`src/rtl/mem_bus_ctrl.sv`:
```
`default_nettype none
// ============================================================================
//  Module   : mem_bus_ctrl
//  Purpose  : Arbitrates fetch and load/store traffic onto a single-outstanding
//             memory bus, aligns byte lanes and stalls exec on data accesses.
//  Revision : 1.0  initial release
// ============================================================================
module mem_bus_ctrl #(
    parameter int TIMEOUT_CYCLES = 255
) (
    input  logic        clk,
    input  logic        rst_n,
    // fetch port
    input  logic        if_req_in,
    input  logic [31:0] if_addr_in,
    output logic        if_valid_out,
    output logic [31:0] if_instr_out,
    // exec load/store port
    input  logic        dmem_read_en_in,
    input  logic        dmem_write_en_in,
    input  logic [31:0] dmem_addr_in,
    input  logic [31:0] dmem_wdata_in,
    input  logic [3:0]  dmem_byte_num_in,
    output logic        dmem_valid_out,
    output logic [31:0] dmem_rdata_out,
    output logic        ctrl_stall_out,
    output logic        ctrl_err_out,
    // memory bus
    output logic        bus_req_out,
    output logic        bus_we_out,
    output logic [31:0] bus_addr_out,
    output logic [31:0] bus_wdata_out,
    output logic [3:0]  bus_wstrb_out,
    input  logic        bus_gnt_in,
    input  logic        bus_rvalid_in,
    input  logic [31:0] bus_rdata_in
);

    localparam logic [1:0] ST_IDLE = 2'd0;
    localparam logic [1:0] ST_REQ  = 2'd1;
    localparam logic [1:0] ST_RSP  = 2'd2;
    localparam logic [1:0] ST_DONE = 2'd3;

    localparam logic [15:0] C_TIMEOUT_LAST = 16'(TIMEOUT_CYCLES - 1);

    logic [1:0]  r_state;
    logic        r_owner_data;
    logic        r_we;
    logic        r_err;
    logic [31:0] r_addr;
    logic [31:0] r_wdata;
    logic [3:0]  r_strb;
    logic [31:0] r_word;
    logic [15:0] r_count;

    logic        w_data_req;
    logic        w_store_bad;
    logic        w_timeout;
    logic        w_done;
    logic        w_load_ok;
    logic [4:0]  w_in_shift;
    logic [4:0]  w_out_shift;

    assign w_data_req  = dmem_read_en_in | dmem_write_en_in;
    assign w_in_shift  = {dmem_addr_in[1:0], 3'b000};
    assign w_out_shift = {r_addr[1:0], 3'b000};
    assign w_timeout   = (r_count == C_TIMEOUT_LAST);

    // Stores that would not fit their natural alignment never reach the bus.
    always_comb begin
        w_store_bad = 1'b0;
        if (dmem_write_en_in) begin
            case (dmem_byte_num_in)
                4'b0000: w_store_bad = 1'b1;
                4'b0011: w_store_bad = dmem_addr_in[0];
                4'b1111: w_store_bad = |dmem_addr_in[1:0];
                default: w_store_bad = 1'b0;
            endcase
        end
    end

    always_ff @(posedge clk or negedge rst_n) begin
        if (!rst_n) begin
            r_state      <= ST_IDLE;
            r_owner_data <= 1'b0;
            r_we         <= 1'b0;
            r_err        <= 1'b0;
            r_addr       <= '0;
            r_wdata      <= '0;
            r_strb       <= '0;
            r_word       <= '0;
            r_count      <= '0;
        end else begin
            case (r_state)
                ST_IDLE: begin
                    r_err   <= 1'b0;
                    r_word  <= '0;
                    r_count <= '0;
                    if (w_data_req) begin
                        r_owner_data <= 1'b1;
                        r_we         <= dmem_write_en_in;
                        r_addr       <= dmem_addr_in;
                        r_wdata      <= dmem_write_en_in ? (dmem_wdata_in << w_in_shift) : '0;
                        r_strb       <= dmem_write_en_in ? (dmem_byte_num_in << dmem_addr_in[1:0]) : '0;
                        if (w_store_bad) begin
                            r_err   <= 1'b1;
                            r_state <= ST_DONE;
                        end else begin
                            r_state <= ST_REQ;
                        end
                    end else if (if_req_in) begin
                        r_owner_data <= 1'b0;
                        r_we         <= 1'b0;
                        r_addr       <= if_addr_in;
                        r_wdata      <= '0;
                        r_strb       <= '0;
                        r_state      <= ST_REQ;
                    end
                end
                ST_REQ: begin
                    r_count <= r_count + 16'd1;
                    if (w_timeout) begin
                        r_err   <= 1'b1;
                        r_state <= ST_DONE;
                    end else if (bus_gnt_in) begin
                        r_state <= ST_RSP;
                    end
                end
                ST_RSP: begin
                    r_count <= r_count + 16'd1;
                    // A response on the final allowed cycle still counts as success.
                    if (bus_rvalid_in) begin
                        r_word  <= bus_rdata_in;
                        r_state <= ST_DONE;
                    end else if (w_timeout) begin
                        r_err   <= 1'b1;
                        r_state <= ST_DONE;
                    end
                end
                ST_DONE: begin
                    r_state <= ST_IDLE;
                end
                default: begin
                    r_state <= ST_IDLE;
                end
            endcase
        end
    end

    assign w_done         = (r_state == ST_DONE);
    assign bus_req_out    = (r_state == ST_REQ);
    assign bus_we_out     = bus_req_out & r_we;
    assign bus_addr_out   = bus_req_out ? {r_addr[31:2], 2'b00} : '0;
    assign bus_wdata_out  = bus_req_out ? r_wdata : '0;
    assign bus_wstrb_out  = bus_req_out ? r_strb : '0;

    assign dmem_valid_out = w_done & r_owner_data;
    assign if_valid_out   = w_done & ~r_owner_data;
    assign ctrl_err_out   = w_done & r_err;

    assign w_load_ok      = dmem_valid_out & ~r_err & ~r_we;
    assign dmem_rdata_out = w_load_ok ? (r_word >> w_out_shift) : '0;
    assign if_instr_out   = (if_valid_out & ~r_err) ? r_word : '0;

    // Stall drops only in the completion cycle of a data access.
    assign ctrl_stall_out = w_data_req & ~dmem_valid_out;

endmodule
`default_nettype wire

```
`config.mk`:
```
export PLATFORM = sky130hd
export DESIGN_NAME = mem_bus_ctrl
export DESIGN_NICKNAME = d
export VERILOG_FILES = /design/src/rtl/mem_bus_ctrl.sv
export SDC_FILE = /design/constraint.sdc
export NUM_CORES = 1
export LEC_CHECK = 0
export ABC_CLOCK_PERIOD_IN_PS = 1900
export BUFFER_PORTS_ARGS = -buffer_cell sky130_fd_sc_hd__buf_4
export CAP_MARGIN = 10
export CORE_UTILIZATION = 40
export CTS_CLUSTER_DIAMETER = 120
export CTS_CLUSTER_SIZE = 40
export DETAILED_ROUTE_END_ITERATION = 12
export PLACE_DENSITY = 0.73
export SYNTH_ARGS = -nofsm -noshare
export SYNTH_HDL_FRONTEND = slang
export SYNTH_SLANG_ARGS = --single-unit
```
`constraint.sdc`:
```
create_clock -name clk -period 1.9 [get_ports clk]
set_clock_uncertainty 0.15 [all_clocks]
set_input_delay 0.095 -clock clk [delete_from_list [all_inputs] [get_ports clk]]
set_output_delay 0.095 -clock clk [all_outputs]
set_load 0.03 [all_outputs]
```
==> results.cfg <==
[outcome]
status = complete, but fails checks
violations = negative setup slack

[power]
p_sw_uw = 7352
ir_drop_v = 0.0009929
switching_share_pct = 40.63
p_int_uw = 10740
clock_power_share_pct = 20.4
p_comb_share_pct = 55.0
p_leak_uw = 0.006169
seq_power_share_pct = 24.6
power_density_mw_per_mm2 = 1352

[yosys]
async_reset_ff_share_pct = 100.0
yosys_warnings = 0
seq_area_frac_synth_pct = 43.73
syn_area_per_cell_um2 = 9.382
synth_ff_type = dfrtp_1
yosysUniqueCellTypes = 48
synth_top_area_share_pct = 43.73
synth_top_cell_by_area = dfrtp_1
synthCells = 738
ys_seq_elements = 121
synth.cell_area_mm2 = 0.006924
synth-edff-count = 0
yosys-top-cells-area = dfrtp_1, and2_1, mux2i_1

[sta]
tightestPinTransition_ps = 622.5
finalCritPeriodShare_pct = 120.6
min_period_ps = 2290
hold_viol = 0
finalSetupTns_ps = -40640
finalWorstSetupSlack_ps = -390.5
maxSlewViolCount = 0
setup_viol = 243
slew_headroom_pct = 57.31
clock.fmax_mhz = 436.6
grt_setup_unrepaired = true

[detailed_routing]
post_drt_wl_per_cell_um = 24.15
drtPass1Iterations = 7
drc_errors = 0
num_vias = 8539
vias_per_cell = 5.967
drt_iter0_markers = 737
routed_wl_mm = 34.56
ant_nets = 0

[worst_setup_path]
cp_cell_sequence = ha_2 > nand4bb_1 > or2_4 > nor2_4 > and2_4 > buf_6
critPathMaxFanout = 8
r2r-end = r_state[0]
rr_worst_depth = 10
start_kind = register
reg2reg_setup_slack_ps = -300
arrival_ps = 2050
path_class = register to output port
r2r-start = r_state[1]
cp_slowest_cell = dfrtp_1
required_ps = 1650
critPathMaxStageDelay_ps = 370
end_kind = output port

[global_routing]
grt_pass1_vias = 8545
grt_pass1_wl_mm = 46.18
antenna_found_initial = 0
grt_max_degree = 60
grt_overflow_total = 0
grtUsageTotal_pct = 33.78

[min_path]
holdCritPathClass = primary input to register
hp-start = dmem_wdata_in[30]
min_to = r_wdata[30]
hold-path-cell-count = 4

[floorplanning]
die-area_mm2 = 0.01784
core_area_mm2 = 0.01676
rows = 47
die_w_um = 133.6
ios = 277
die_h_um = 133.6
initial_core_util_pct = 41.31

[cells_and_area]
diodes = 0
fillCellCount = 873
fin_util_pct = 79.87
final_common_cell = buf_4
layout.nets = 1343
layout_common_cells = buf_4, buf_6, dlygate4sd3_1
drive_gt1_share_pct = 46.16
area_growth_pct = 93.31

[cts]
clk_path_buf_depth = 2
cts_tree = built
root_buffer = clkbuf_16
clk-insertion-delay-late_ps = 420
cts_buffers = 17
cts_max_level = 4
clk_pin_slew_worst_paths_ps = 60
cts_sinks = 121

[place]
post-dp-hpwl_mm = 16.59
gp_congestion = 0.9385
io_buffers = 274

[run]
maxCapViolCount = 0
state kept, by name (all words and copies together), names as in the netlist:
name / cells
r_addr: 32
r_count: 16
r_err: 1
r_owner_data: 1
r_state: 2
r_strb: 4
r_wdata: 32
r_we: 1
r_word: 32
stage by stage:
step | instances | power (uW) | instance area [um^2] | hold slack (ps) | setup WS [ps]
after floorplan | 739 | 7791 | 7030 | -350.6 | -72.51
after global placement | 1218 | 10100 | 9578 | -183.0 | 22.42
after detailed placement | 1218 | 10210 | 9578 | -183.4 | -42.19
after CTS | 1405 | 15920 | 12730 | 4.076 | -330.8
after global routing | 1431 | 18640 | 13390 | 32.87 | -477.0
final | 1431 | 18100 | 13390 | 16.73 | -390.5
power groups by stage:
stage	clock network (uW)	logic, uW	registers [uW]
2_1_floorplan	0	3840	3950
3_3_place_gp	0	5890	4210
3_5_place_dp	0	5980	4230
4_1_cts	3650	7990	4280
5_1_grt	3820	10300	4500
6_report	3690	9950	4460
cell families after synthesis:
| group | count (synthesis) | share of synthesized area (%) |
|---|---|---|
| simple gates | 285 | 22.12 |
| compound gates | 185 | 18.90 |
| flops | 121 | 43.73 |
| buf+inv | 70 | 4.030 |
| mux | 68 | 9.830 |
| fa+ha+maj | 6 | 1.084 |
| xor+xnor | 2 | 0.2530 |
| other cells | 1 | 0.05416 |
timing repair:
item | CTS | global route
gates resized for setup | 229 | 123
setup endpoints to repair | 145 | 199
gates cloned | 9 | 13
hold endpoints to repair | 223 | 0
hold buffers | 128 | 0
pin swaps | 14 | 38
buffers inserted | 21 | 21
area by class of cell:
type	count	area (um^2)	share of cell area (%)
repair buffers	498	5057	37.78
multi-input cells	551	4322	32.29
flip-flops and latches	121	3029	22.63
clock buffers	21	470.5	3.515
well taps	220	275.3	2.056
clock inverters	11	192.7	1.440
inverters	9	38.79	0.2898
metal layers:
metal,global-route usage (%),wire length (um)
met1,36.47,12050
met2,58.36,17340
met3,8.828,2795
met4,22.22,2381
met5,0,0
cell usage after synthesis, drive strengths merged, types with 12 or more instances:
library cell / count
a211oi: 19
a21oi: 13
a22o: 51
and2: 111
buf: 12
clkbuf: 49
dfrtp: 121
mux2i: 68
nand2: 76
nor2: 32
nor2b: 21
o21ai: 61
critical path, delay by kind of cell, from the launching register on:
family	cells	cell delay (ps)
adder cells (fa/ha/maj)	1	210
buffers and inverters	1	130
flip-flops	1	370
AND/OR/NAND/NOR	4	910
worst max-delay path by stage:
stage	start	end	slack, ps	cells after the start
after detailed placement	r_state[1]	r_count[10]	-40	5
after floorplan	r_state[0]	if_instr_out[10]	-70	5
after global placement	r_state[1]	r_count[10]	20	5
after CTS	r_state[0]	dmem_rdata_out[31]	-330	6
final	r_state[0]	dmem_rdata_out[26]	-390	6
after global routing	r_state[1]	dmem_rdata_out[26]	-480	6
Note: power is estimated with default switching activity, not from simulation.
